$ cat config.mk
export PLATFORM = sky130hd
export DESIGN_NAME = data_memory_responder
export DESIGN_NICKNAME = d
export VERILOG_FILES = /design/src/rtl/data_memory_responder.sv
export SDC_FILE = /design/constraint.sdc
export NUM_CORES = 2
export LEC_CHECK = 0
export ABC_CLOCK_PERIOD_IN_PS = 6000
export CELL_PAD_IN_SITES_DETAIL_PLACEMENT = 2
export CELL_PAD_IN_SITES_GLOBAL_PLACEMENT = 2
export CORE_AREA = 8 8 526 528
export DETAILED_ROUTE_END_ITERATION = 12
export DIE_AREA = 0 0 534 536
export PLACE_DENSITY = 0.78
export RECOVER_POWER = 100
export SETUP_SLACK_MARGIN = 0.1
export SLEW_MARGIN = 20
export SYNTH_ARGS = -nofsm -noshare
export SYNTH_HDL_FRONTEND = slang
export SYNTH_SLANG_ARGS = --single-unit
export TNS_END_PERCENT = 1
$ cat constraint.sdc
create_clock -name clk -period 6 [get_ports clk]
set_clock_uncertainty 0.2 [all_clocks]
set_input_delay 0.6 -clock clk [delete_from_list [all_inputs] [get_ports clk]]
set_output_delay 0.6 -clock clk [all_outputs]
set_load 0.1 [all_outputs]
$ cat src/rtl/data_memory_responder.sv
// MEM-stage load/store responder: one request at a time on a 256-byte big-endian
// data memory, answered after WAIT_CYCLES wait states.
module data_memory_responder #(
  parameter int ADDR_W      = 8,
  parameter int DEPTH       = 256,
  parameter int WAIT_CYCLES = 2
) (
  input  logic              clk,
  input  logic              reset,
  input  logic              req_valid,
  output logic              req_ready,
  input  logic              req_write,
  input  logic              req_size,
  input  logic [ADDR_W-1:0] req_addr,
  input  logic [31:0]       req_wdata,
  output logic              resp_valid,
  input  logic              resp_ready,
  output logic [31:0]       resp_rdata,
  output logic              resp_error,
  output logic              busy
);

  typedef enum logic [1:0] {ST_IDLE, ST_WAIT, ST_RESP} state_e;

  localparam logic [3:0] WAIT_INIT = (WAIT_CYCLES == 0) ? 4'd0 : 4'(WAIT_CYCLES - 1);

  state_e            state_q, state_d;
  logic [3:0]        cnt_q, cnt_d;
  logic              write_q, write_d;
  logic              size_q, size_d;
  logic [ADDR_W-1:0] addr_q, addr_d;
  logic [31:0]       wdata_q, wdata_d;
  logic [31:0]       rdata_q, rdata_d;
  logic              error_q, error_d;

  logic [7:0]        mem [DEPTH];

  logic              commit;
  logic              c_write, c_size;
  logic [ADDR_W-1:0] c_addr;
  logic [31:0]       c_wdata;
  logic              misaligned;
  logic              mem_we;
  logic [ADDR_W-1:0] a0, a1, a2, a3;

  always_ff @(posedge clk or posedge reset) begin
    if (reset) begin
      state_q <= ST_IDLE;
      cnt_q   <= '0;
      write_q <= 1'b0;
      size_q  <= 1'b0;
      addr_q  <= '0;
      wdata_q <= '0;
      rdata_q <= '0;
      error_q <= 1'b0;
    end else begin
      state_q <= state_d;
      cnt_q   <= cnt_d;
      write_q <= write_d;
      size_q  <= size_d;
      addr_q  <= addr_d;
      wdata_q <= wdata_d;
      rdata_q <= rdata_d;
      error_q <= error_d;
    end
  end

  // With zero wait states the commit uses the live request inputs, not the latch.
  always_comb begin
    state_d = state_q;
    cnt_d   = cnt_q;
    write_d = write_q;
    size_d  = size_q;
    addr_d  = addr_q;
    wdata_d = wdata_q;
    rdata_d = rdata_q;
    error_d = error_q;
    commit  = 1'b0;
    c_write = write_q;
    c_size  = size_q;
    c_addr  = addr_q;
    c_wdata = wdata_q;
    case (state_q)
      ST_IDLE: begin
        if (req_valid) begin
          write_d = req_write;
          size_d  = req_size;
          addr_d  = req_addr;
          wdata_d = req_wdata;
          if (WAIT_CYCLES == 0) begin
            commit  = 1'b1;
            c_write = req_write;
            c_size  = req_size;
            c_addr  = req_addr;
            c_wdata = req_wdata;
            state_d = ST_RESP;
          end else begin
            cnt_d   = WAIT_INIT;
            state_d = ST_WAIT;
          end
        end
      end
      ST_WAIT: begin
        if (cnt_q != 4'd0) begin
          cnt_d = cnt_q - 4'd1;
        end else begin
          commit  = 1'b1;
          state_d = ST_RESP;
        end
      end
      ST_RESP: begin
        if (resp_ready) state_d = ST_IDLE;
      end
      default: state_d = ST_IDLE;
    endcase

    misaligned = c_size && (c_addr[1:0] != 2'b00);
    a0 = {c_addr[ADDR_W-1:2], 2'b00};
    a1 = {c_addr[ADDR_W-1:2], 2'b01};
    a2 = {c_addr[ADDR_W-1:2], 2'b10};
    a3 = {c_addr[ADDR_W-1:2], 2'b11};
    mem_we = commit && c_write && !misaligned;

    if (commit) begin
      error_d = misaligned;
      rdata_d = '0;
      if (!misaligned && !c_write) begin
        if (c_size) rdata_d = {mem[a0], mem[a1], mem[a2], mem[a3]};
        else        rdata_d = {24'b0, mem[c_addr]};
      end
    end
  end

  // Memory contents survive reset; a reset edge never commits.
  always_ff @(posedge clk) begin
    if (!reset && mem_we) begin
      if (c_size) begin
        mem[a0] <= c_wdata[31:24];
        mem[a1] <= c_wdata[23:16];
        mem[a2] <= c_wdata[15:8];
        mem[a3] <= c_wdata[7:0];
      end else begin
        mem[c_addr] <= c_wdata[7:0];
      end
    end
  end

  always_comb begin
    req_ready  = (state_q == ST_IDLE);
    resp_valid = (state_q == ST_RESP);
    busy       = (state_q != ST_IDLE);
  end

  assign resp_rdata = rdata_q;
  assign resp_error = error_q;

endmodule

==> flow_summary.yaml <==
status:
  outcome: "finished, violations left"
  violations: "capacitance limit, slew limit, setup timing"
sta:
  setup_viol: 1
  min_period_ns: 6.04
  tns_ns: -0.0407
  worstMarginPinSlew_ns: 3.38
  rsz0062_at_grt: "false"
  fin_ws_ns: -0.0407
  slew_headroom_pct: -125
  maxSlewViolCount: 1929
  fin_crit_sh_pct: 101
  hold_viol: 0
  fmax_mhz: 166
die:
  initial_core_util_pct: 40.6
  io_pins: 82
  core_area_um2: 269000
  die_w_um: 534
  die_area_um2: 286000
  rows: 191
  fp.dieH_um: 536
synth:
  synth-edff-count: 2048
  synth.mux.area_fraction_pct: 31.6
  syn-cell-area_um2: 109000
  synthSimpleGateAreaFrac_pct: 3.95
  synth_cells: 6756
  ys_ff_latch: 2129
  synth_top_area_share_pct: 56.3
  async_flop_share_pct: 3.80
  ys_warn_count: 0
  synth_xor_area_share_pct: 0.0321
  synth_compound_area_share_pct: 3.27
  yosysSeqAreaShare_pct: 58.1
  yosysUniqueCellTypes: 84
  synth_most_common_cell: "edfxtp_1"
  synth_area_per_cell_um2: 16.2
  synthAdderAreaFrac_pct: 0.0229
  synth_fp_nets: 6804
  synth_top_family_by_area: "multiplexers"
  synth.area.top_cells: "edfxtp_1 (56%), mux2_2 (16%), mux4_2 (13%)"
  synth-main-ff-cell: "edfxtp_1"
  yosys.area.top_type: "edfxtp_1"
  synth_commonest_cells: "edfxtp_1 (2048), mux2_2 (1525), mux4_2 (653), clkbuf_1 (434), nor2_1 (359)"
cts:
  cts_buffers: 228
  clk_latency_ns: 0.94
  htreeDepth: 4
  cts_max_path_buffers: 3
  path_clk_slew_ns: 0.07
  cts_setup_buffers: 0
  cts_tree: "yes"
  cts-root-buf: "clkbuf_16"
  numClockSinks: 2129
finish:
  nNetsFinal: 6785
  drive_above_1_share_pct: 39.9
  final_cell_area_um2: 122000
  syn2layout_area_growth_pct: 11.4
placed_design:
  place.port_buffers: 81
  place.gp.congestion: 1.04
  post-dp-hpwl_mm: 330
  post-place-ws_ns: 0.630
  placed_cell_area_um2: 115000
routing:
  drtIter0Drc: 11000
  drt_first_pass_iters: 6
  ant_nets: 0
  via_count: 73500
  routed_wl_mm: 489
  viasPerCell: 6.98
  drc: 0
  wl_per_cell_um: 46.5
global_route:
  grt_max_degree: 157
  grt_pass1_vias: 75400
  grt_use_total_pct: 33.3
  grt_remaining_overflow: 0
  antenna_found_initial: 57
  grt_first_pass_wirelength_mm: 663
worst_setup_path:
  arrival_ns: 6.59
  endpoint_kind: "flop"
  crit_fanout: 51
  path_class: "reg2reg"
  cp_data_required_time_ns: 6.55
  start_kind: "flop"
pwr:
  p_leak_nw: 39.1
  irDropWorstVdd_v: 0.000444
  p_per_area_nw_per_um2: 547
flow_run:
  max_cap_viol_count: 29
min_path:
  hp-class: "in2reg"
## sequential cells by signal, indices dropped and copies added (netlist names)
name	count
cnt_q	4
c_size	1
c_wdata	32
resp_rdata	32
addr_q	8
resp_error	1
mem	2048
state_q	2
c_write	1
## where the power goes
| group | switching (W) | total, W | internal (W) |
|---|---|---|---|
| Clock | 0.00653 | 0.0147 | 0.00815 |
| Combinational | 0.0199 | 0.0307 | 0.0108 |
| Sequential | 0.00248 | 0.0212 | 0.0187 |
| Total | 0.0289 | 0.0665 | 0.0377 |
## path summary, 6_finish.rpt
path | from | endpoint | slack [ns] | cells past startpoint
worst max-delay path | addr_q[4] | resp_rdata[5] | -0.04 | 6
worst min-delay path | resp_ready | state_q[1] | 0.05 | 2
worst max register to register | addr_q[4] | resp_rdata[5] | -0.04 | 6
worst min register to register | resp_rdata[15] | resp_rdata[15] | 0.33 | 1
max in group asynchronous | reset | c_wdata[23] | 0.66 | 4
min in group asynchronous | reset | c_write | 0.82 | 3
## layout by cell type (no fill, tap or decap), types with 23 or more instances in the layout
cell / n
clkbuf_1: 174
dfrtp_1: 49
mux2_2: 1451
a211oi_1: 23
buf_12: 29
nor3_1: 25
buf_4: 184
diode_2: 30
a221oi_1: 37
o21ai_0: 73
mux2_1: 159
mux2i_1: 168
nand3_1: 38
dlygate4sd3_1: 38
nor2_1: 358
clkbuf_16: 231
a22oi_1: 106
a21oi_1: 91
clkinv_2: 43
mux4_2: 653
edfxtp_1: 2048
nand2_1: 412
clkinv_1: 46
clkdlybuf4s50_1: 44
## per-stage QoR
stage	hold WS [ns]	cells	utilization [%]	power, W
6_report	0.0464	10500	45.3	0.0665
4_1_cts	0.0193	10500	45.6	0.0655
3_3_place_gp	0.298	10100	42.7	0.0493
5_1_grt	0.0586	10500	45.2	0.0671
2_1_floorplan	0.266	6756	-	0.0374
3_5_place_dp	0.326	10100	42.8	0.0507
## what timing repair did
| item | in CTS | in global routing |
|---|---|---|
| resized for setup | 0 | 0 |
| hold endpoints to repair | 13 | 0 |
| hold buffers | 1 | 0 |
## area by class of cell
class                      instances  area [um2]
antenna                           30        75.1
sequential                      2129       63600
tap                             3570        4470
clock inverter                   138        1480
fill                           24800      147000
timing repair buffer             456        3510
multi-input combinational       3909       42400
clock buffer                     283        6080
inverter                          13        55.1
## per-layer routing
metal | global-route usage, % | up-vias | part of all wire, %
li1 | - | 27000 | -
met1 | 41.0 | 39500 | 35
met2 | 50.2 | 5536 | 44
met3 | 10.6 | 1496 | 12
met4 | 22.6 | 26 | 8.6
met5 | 0 | - | 0.056
## worst max-delay path: stages (launching register included)
cell	delay, ns
dfrtp_2	1.61
nor2_2	0.85
clkbuf_2	0.79
a22oi_1	0.95
a21oi_1	0.52
o41ai_1	0.61
a31oi_1	0.18
## kinds of logic (layout without fill, tap and decap cells)
logic type / Yosys count / count (layout)
xor gates and xnor gates: 4 / 4
buffers and inverters: 718 / 890
and+or+nand+nor: 964 / 964
adders and majority gates: 2 / 2
other: 0 / 30
muxes: 2432 / 2432
DFF: 2129 / 2129
AOI/OAI and AO/OA: 507 / 507
No activity file was read; power rests on OpenSTA's default activity.
